### src/rtl/qspi_flash_responder.sv
// QSPI flash target: serves 0xEB quad fast-read (with continuous-read mode) and 0x9F JEDEC ID
// from a byte-wide backing memory, oversampling SCK/CS_n on clk.
//   state  | meaning
//   IDLE   | deselected; waits for cs_n low
//   CMD    | shifting command byte on DQ0
//   ADDR   | shifting 6 address nibbles
//   MODE   | shifting mode byte (sets/clears continuous-read)
//   DUMMY  | turnaround cycles, DQ ignored
//   DATA   | streaming nibbles from memory
//   ID     | streaming JEDEC ID on DQ1
//   IGNORE | unsupported command; waits for cs_n high
module qspi_flash_responder #(
  parameter int          ADDR_W   = 24,
  parameter int          DUMMY    = 4,
  parameter logic [23:0] JEDEC_ID = 24'hEF4018
) (
  input  logic              clk,
  input  logic              rst,
  input  logic              qspi_sck,
  input  logic              qspi_cs_n,
  input  logic [3:0]        qspi_dq_i,
  output logic [3:0]        qspi_dq_o,
  output logic [3:0]        qspi_dq_oe,
  output logic [ADDR_W-1:0] mem_addr,
  output logic              mem_rd,
  input  logic [7:0]        mem_data
);

  typedef enum logic [2:0] {
    S_IDLE, S_CMD, S_ADDR, S_MODE, S_DUMMY, S_DATA, S_ID, S_IGNORE
  } state_t;

  state_t      state, state_nx;
  logic        sck_q;
  logic        rise, fall, tc;
  logic [7:0]  cnt;
  logic        nib_lo;
  logic [6:0]  cmd_sh;
  logic [7:0]  cmd_byte;
  logic [19:0] addr_sh;
  logic [23:0] addr_full;
  logic [1:0]  mode_hi;
  logic        cont;
  logic        rd_pend;
  logic [7:0]  next_byte, cur_byte;
  logic        drive_hi, drive_lo;

  assign rise      = qspi_sck & ~sck_q;
  assign fall      = ~qspi_sck & sck_q;
  assign tc        = (cnt == 8'd0);
  assign cmd_byte  = {cmd_sh, qspi_dq_i[0]};
  assign addr_full = {addr_sh, qspi_dq_i};
  // the fall that leaves DUMMY doubles as the first high-nibble fall of DATA
  assign drive_hi  = fall && ((state == S_DUMMY && tc) || (state == S_DATA && !nib_lo));
  assign drive_lo  = fall && state == S_DATA && nib_lo;

  always_ff @(posedge clk) begin
    if (!rst) state <= S_IDLE;
    else      state <= state_nx;
  end

  always_comb begin
    state_nx = state;
    if (qspi_cs_n) begin
      state_nx = S_IDLE;
    end else begin
      case (state)
        S_IDLE:  state_nx = cont ? S_ADDR : S_CMD;
        S_CMD:
          if (rise && tc) begin
            if (cmd_byte == 8'hEB)      state_nx = S_ADDR;
            else if (cmd_byte == 8'h9F) state_nx = S_ID;
            else                        state_nx = S_IGNORE;
          end
        S_ADDR:  if (rise && tc) state_nx = S_MODE;
        S_MODE:  if (rise && tc) state_nx = S_DUMMY;
        S_DUMMY: if (fall && tc) state_nx = S_DATA;
        default: state_nx = state;
      endcase
    end
  end

  always_ff @(posedge clk) begin
    if (!rst) begin
      sck_q      <= 1'b0;
      cnt        <= 8'd0;
      nib_lo     <= 1'b0;
      cmd_sh     <= '0;
      addr_sh    <= '0;
      mode_hi    <= '0;
      cont       <= 1'b0;
      rd_pend    <= 1'b0;
      next_byte  <= '0;
      cur_byte   <= '0;
      mem_rd     <= 1'b0;
      mem_addr   <= '0;
      qspi_dq_o  <= '0;
      qspi_dq_oe <= '0;
    end else begin
      sck_q  <= qspi_sck;
      mem_rd <= 1'b0;
      if (qspi_cs_n) begin
        // deselect drops any read still in flight; cont survives
        cnt        <= 8'd0;
        nib_lo     <= 1'b0;
        rd_pend    <= 1'b0;
        qspi_dq_o  <= '0;
        qspi_dq_oe <= '0;
      end else begin
        rd_pend <= mem_rd;
        if (rd_pend) next_byte <= mem_data;
        case (state)
          S_IDLE: begin
            cnt    <= cont ? 8'd5 : 8'd7;
            nib_lo <= 1'b0;
          end
          S_CMD:
            if (rise) begin
              cmd_sh <= cmd_byte[6:0];
              if (tc) cnt <= (cmd_byte == 8'hEB) ? 8'd5 : 8'd23;
              else    cnt <= cnt - 8'd1;
            end
          S_ADDR:
            if (rise) begin
              addr_sh <= addr_full[19:0];
              if (tc) begin
                mem_addr <= addr_full[ADDR_W-1:0];
                mem_rd   <= 1'b1;
                cnt      <= 8'd1;
              end else begin
                cnt <= cnt - 8'd1;
              end
            end
          S_MODE:
            if (rise) begin
              if (tc) begin
                cont <= (mode_hi == 2'b10);
                cnt  <= 8'(DUMMY);
              end else begin
                mode_hi <= qspi_dq_i[1:0];
                cnt     <= cnt - 8'd1;
              end
            end
          S_DUMMY: if (rise && !tc) cnt <= cnt - 8'd1;
          S_ID:
            if (fall) begin
              qspi_dq_o  <= {2'b00, JEDEC_ID[cnt[4:0]], 1'b0};
              qspi_dq_oe <= 4'b0010;
              cnt        <= tc ? 8'd23 : cnt - 8'd1;
            end
          default: ;
        endcase
        if (drive_hi) begin
          qspi_dq_o  <= next_byte[7:4];
          qspi_dq_oe <= 4'b1111;
          cur_byte   <= next_byte;
          mem_addr   <= mem_addr + 1'b1;
          mem_rd     <= 1'b1;
          nib_lo     <= 1'b1;
        end
        if (drive_lo) begin
          qspi_dq_o <= cur_byte[3:0];
          nib_lo    <= 1'b0;
        end
      end
    end
  end

endmodule

### config.mk
export PLATFORM = sky130hd
export DESIGN_NAME = qspi_flash_responder
export DESIGN_NICKNAME = d
export VERILOG_FILES = /design/src/rtl/qspi_flash_responder.sv
export SDC_FILE = /design/constraint.sdc
export NUM_CORES = 1
export LEC_CHECK = 0
export BUFFER_PORTS_ARGS = -buffer_cell sky130_fd_sc_hd__buf_2
export CAP_MARGIN = 20
export CORE_MARGIN = 1
export CORE_UTILIZATION = 40
export CTS_BUF_LIST = sky130_fd_sc_hd__clkbuf_4 sky130_fd_sc_hd__clkbuf_8
export DETAILED_ROUTE_END_ITERATION = 8
export REMOVE_ABC_BUFFERS = 1
export SYNTH_ARGS = -nofsm -noshare
export SYNTH_HDL_FRONTEND = slang
export SYNTH_SLANG_ARGS = --single-unit
### constraint.sdc
create_clock -name clk -period 3.51 [get_ports clk]
set_input_delay 0.1755 -clock clk [delete_from_list [all_inputs] [get_ports clk]]
set_output_delay 0.1755 -clock clk [all_outputs]
set_load 0.1 [all_outputs]
# Word-level counts from Yosys, hierarchy flattened
# Memory sizes are Yosys's and may differ from the RTL's. A register that Yosys moved wholly into a read port is not among the register bits.
# Index checks and enable logic that the tools add are counted.
[op_classes]
add_sub_neg = 2
magnitude_cmp = 1
eq_ne = 18
muxes = 40
bitwise_logic = 7
n_reduce_logical = 36
[ops]
columns = ["cell", "count"]
rows = [
  ["$mux 24", 4],
  ["$mux 8", 9],
  ["$pmux 8 s6", 1],
  ["$mux 4", 7],
  ["$add 24x1->24 const B", 1],
  ["$eq 8x8->1 const B", 2],
  ["$mux 3", 5],
  ["$mux 5", 3],
  ["$pmux 3 s5", 1],
  ["$ne 2x2->1 const B", 7],
  ["$reduce_and 4->1", 3],
  ["$reduce_bool 2->1", 6],
  ["$eq 3x3->1 const B", 3],
  ["$logic_and 1x1->1", 8],
  ["$logic_not 8->1", 1],
  ["$mux 1", 8],
  ["$reduce_and 2->1", 4],
  ["$sub 8x1->8 const B", 1],
  ["$eq 3x2->1 const B", 2],
  ["$lt 5x6->1 const B", 1],
  ["$reduce_and 3->1", 2],
  ["$reduce_and 6->1", 1],
  ["$reduce_bool 3->1", 2],
  ["$reduce_bool 6->1", 1],
  ["13 further kinds", 21],
]
[totals]
register_bits = 89
mem_bits_ro = 32
output_inout_bits = 33
elab_cells = 120
n_memories = 1
[mem_list]
columns = ["name", "words", "word_bits", "rd", "rd_clocked_by_memory_dff", "wr", "line_no", "rtl"]
rows = [
  ["(name not given)", 32, 1, 1, 1, 0, "147", "qspi_dq_o <= {2'b00, JEDEC_ID[cnt[4:0]], 1'b0};"],
]

# Logic depth before layout (Yosys ltp)
[logic_depth]
word_depth = 7
ltp_mapped = 11

# Worst setup path after synthesis
# Ideal clock, no wire load.
[synth_timing]
path_kind = "reg2reg"
startpoint = "reg mem_addr[0]"
endpoint = "reg mem_addr[22]"
setup_time_ns = 0.091
arrival_ns = 2.685
t_required_ns = 3.419
setup_slack_ns = 0.734
stages_incl_launch_ff = 8
path_cell_list = "dfxtp_1 > ha_1 > nand3_1 > nor4_1 > nand3_1 > o21ai_0 > a21oi_1 > a311oi_1"
[synth_via]
elab_chain_len = 2
[synth_rtl]
columns = ["element", "line_no", "rtl"]
rows = [
  ["from (decl)", "24", "output logic [ADDR_W-1:0] mem_addr,"],
  ["from (signal assigned)", "127", "mem_addr <= addr_full[ADDR_W-1:0];"],
  ["from (signal assigned)", "157", "mem_addr <= mem_addr + 1'b1;"],
  ["$add 24x1->24", "157", ""],
  ["$mux 24", "153", "if (drive_hi) begin"],
]
# Every way passes these cells.
# A chain may end at the register's enable or synchronous reset.

# Final worst setup path
[layout_timing]
startpoint = "reg cnt[0]"
endpoint = "reg mem_addr[11]"
[layout_via]
elab_chain_len = 6
[layout_rtl]
columns = ["element", "line_no", "rtl"]
rows = [
  ["from (decl)", "36", "logic [7:0] cnt;"],
  ["from (signal assigned)", "114", "cnt <= cont ? 8'd5 : 8'd7;"],
  ["from (signal assigned)", "120", "if (tc) cnt <= (cmd_byte == 8'hEB) ? 8'd5 : 8'd23;"],
  ["from (signal assigned)", "121", "else cnt <= cnt - 8'd1;"],
  ["$logic_not 8->1 *", "50", "assign tc = (cnt == 8'd0);"],
  ["$logic_and 1x1->1", "54", "assign drive_hi = fall && ((state == S_DUMMY && tc) || (state == S_DATA && !nib_lo));"],
  ["$logic_or 1x1->1", "54", ""],
  ["$logic_and 1x1->1", "54", ""],
  ["$reduce_bool 2->1 (no source line)", "-", ""],
  ["$reduce_and 4->1 (no source line)", "-", ""],
]
# Mark *: on every way between the ends. The rest lies on a longest branch, timed or not.

==> impl_metrics.toml <==
[clock_network]
cts_hold_buf = 0
cts_tree = "done"
htree_num_levels = 3
cts_resized = 0
cts_root_buf = "clkbuf_8"
post-cts-setup-buffers = 0
clkLatencyLatePin_ns = 0.36
clk_pin_slew_ns = 0.10
cts_buffer_depth = 2
clock-sinks = 88
numCtsBuffers = 9

[die]
die_area_um2 = 11400
io_pins = 49
die_x_um = 107
coreArea_um2 = 10500
fp.dieH_um = 107
num_rows = 37
start_util_pct = 41.9

[logic_synthesis]
synthArstFlopShare_pct = 0
synth.distinct_cells = 67
synth.mux.area_fraction_pct = 4.34
ys_seq_area_share_pct = 40.2
yosys_register_bits = 88
synth_top_flop_cell = "dfxtp_1"
synth_compound_area_share_pct = 22.4
synth_edf_count = 0
synth_area_leader_cell = "dfxtp_1"
synth_top_family_by_area = "simple AND/OR/NAND/NOR gates"
netlist_area_um2 = 4380
ys_warn_count = 0
synth_fa_ha_area_share_pct = 0.857
syn_inst = 535
synth-simple-area-share_pct = 28.0
synth.area.top_cells = "dfxtp_1, nand2_1, mux2i_1, a21oi_1, nor2b_1"
synthXorXnorAreaFrac_pct = 0.400
synth_top_area_share_pct = 40.2
syn_area_per_cell_um2 = 8.19

[layout]
layout.nets = 591
drive_gt1_share_pct = 14.4
diodes = 0
layout.cells.non_filler = 713
fill_cells = 1093
fin_area_um2 = 4940
syn_to_final_growth_pct = 12.7

[sta]
rsz0062_at_grt = "no"
min_period_ns = 2.75
layout_setup_ws_ns = 0.763
min_period_over_period_pct = 78.3
max_freq_mhz = 364
hold_viol = 0
whs_ns = 0.0681
drv_slew = 0
setup_violations = 0
fin_skew_ns = 0.0103
relSlewSlack_pct = 34.0
worstMarginPinSlew_ns = 0.982

[grt]
met2_usage_pct = 33.2
use_met3_pct = 3.95
grt_pass1_vias = 3834
grt-busiest-layer = "met2"
antenna_found_initial = 0
grt_max_degree = 68
grt_use_met1_pct = 28.4
grt_remaining_overflow = 0
grt_usage_pct = 20.9
grt_first_pass_wirelength_mm = 18.9

[routing]
drt-vias-per-instance = 5.60
vias = 3992
routed_wl_mm = 11.3
ant_nets = 0
first_iter_violations = 222
firstDrtPassIters = 5
wl_per_cell_um = 15.8
drc = 0

[power_and_ir_drop]
power_density_nw_per_um2 = 405
vdd_ir_drop_max_mv = 0.208
p_leak_nw = 1.70

[placed_design]
dp_hpwl_mm = 7.81
portBuffers = 48
placed_cell_area_um2 = 4720
place_inst = 697
dpl_worst_slack_ns = 0.850
gp_congestion = 0.876

[worst_setup_path]
cp_data_required_time_ns = 3.77
crit_type = "flop to flop"
arrival_ns = 3.00
cp_max_fo = 24
worstSetupStartpointType = "flop"
critPathCaptureType = "flop"

[worst_hold_path]
hp-class = "input port to flop"

[run_status]
status = "finished, final reports clean"

[flow_run]
max_cap_viol_count = 0
## logic make-up after synthesis
family	count (synthesis)
compound gates	149
xor+xnor	2
fa+ha+maj	3
buf+inv	38
flops	88
mux	19
simple gates	236
## registers in the layout, indices dropped and copies added (netlist names), named ones only
name / flops
mem_rd: 1
state: 3
qspi_dq_o: 4
cur_byte: 4
sck_q: 1
cmd_sh: 7
qspi_dq_oe: 2
nib_lo: 1
mode_hi: 2
mem_addr: 24
cnt: 8
next_byte: 8
cont: 1
rd_pend: 1
addr_sh: 20
## where the power goes
part	switching, W	internal, W
Clock	0.000398	0.000359
Sequential	0.0000158	0.00101
Combinational	0.000133	0.0000837
Total	0.000547	0.00145
## worst paths after layout
path | startpoint | endpoint | slack, ns | depth (start not counted)
setup / recovery | cnt[0]$_SDFFE_PP0N_ | mem_addr[11]$_SDFFE_PN0P_ | 0.76 | 10
hold / removal | mem_data[6] | next_byte[6]$_SDFFE_PN0P_ | 0.07 | 3
setup reg to reg | cnt[0]$_SDFFE_PP0N_ | mem_addr[11]$_SDFFE_PN0P_ | 0.76 | 10
hold reg to reg | cur_byte[1]$_SDFFE_PN0P_ | cur_byte[1]$_SDFFE_PN0P_ | 0.46 | 2
## worst max-delay path: stages, from the launching register on
cell and delay (ns):
dfxtp_1 0.41, inv_1 0.09, ha_1 0.21, nor3b_2 0.16
buf_4 0.17, a31oi_1 0.36, or2_1 0.73, nor3_1 0.11
a21oi_1 0.15, o21ai_1 0.08, and2_1 0.19
## cells in the final DEF (no fill, tap or decap), drive strengths merged, types with 4 or more instances in the layout
master  netlist  routed
nand3b        4       4
nand4         5       5
nor2         34      34
nand3        16      16
buf           7      56
and2          7       7
o21ai        37      37
nand2b        5       5
a21oi        36      36
or3           5       5
a31oi         5       5
nor4          7       7
or4           4       4
nor3b         4       4
o21a          4       4
a21boi       28      28
inv           8      10
dfxtp        88      88
nor3         18      18
o41ai         4       4
clkbuf       23      10
mux2i        19      19
nor2b        27      27
a211oi        5       5
nand2        86      86
## synth_stat cells, types with 3 or more instances
library cell / count
dfxtp_1: 88
nand2_1: 85
a21oi_1: 36
nor2_1: 34
o21ai_0: 32
nor2b_1: 26
clkbuf_1: 23
a21boi_0: 20
mux2i_1: 19
nor3_1: 17
nand3_1: 16
a21boi_1: 8
inv_1: 8
and2_1: 7
a31oi_1: 5
nand2b_1: 5
nand4_1: 5
nor4_1: 5
o21ai_1: 5
a211oi_1: 4
nand3b_1: 4
o21a_1: 4
o41ai_1: 4
or3_1: 4
or4_1: 4
a222oi_1: 3
a311oi_1: 3
and3_1: 3
and4_1: 3
buf_2: 3
buf_4: 3
ha_1: 3
nor3b_1: 3
o221ai_1: 3
o31ai_1: 3
## stage by stage
step                      utilization (%)  power, W  TNS (ns)
after floorplan                         -   0.00119    -0.704
after detailed placement             45.1   0.00126         0
after global routing                 47.2   0.00209         0
after CTS                            47.2   0.00202         0
after global placement               45.1   0.00126         0
final                                47.2   0.00200         0
## per-layer routing
layer  part of all wire (%)  up-vias  routed length (um)
li1                       -     1992                   -
met1                     47     1893                5340
met2                     47       97                5300
met3                    4.7       10                 534
met4                   0.92        0                 104
met5                      0        -                   0
## layout make-up
| cell class | instances | area (um2) | area share (%) |
|---|---|---|---|
| multi-input combinational | 409 | 2460 | 49.9 |
| sequential | 88 | 1760 | 35.7 |
| timing repair buffer | 56 | 300 | 6.08 |
| tap | 136 | 170 | 3.45 |
| clock buffer | 10 | 138 | 2.79 |
| clock inverter | 6 | 75.1 | 1.52 |
| inverter | 8 | 30.0 | 0.608 |
Note: power is estimated with default switching activity, not from simulation.
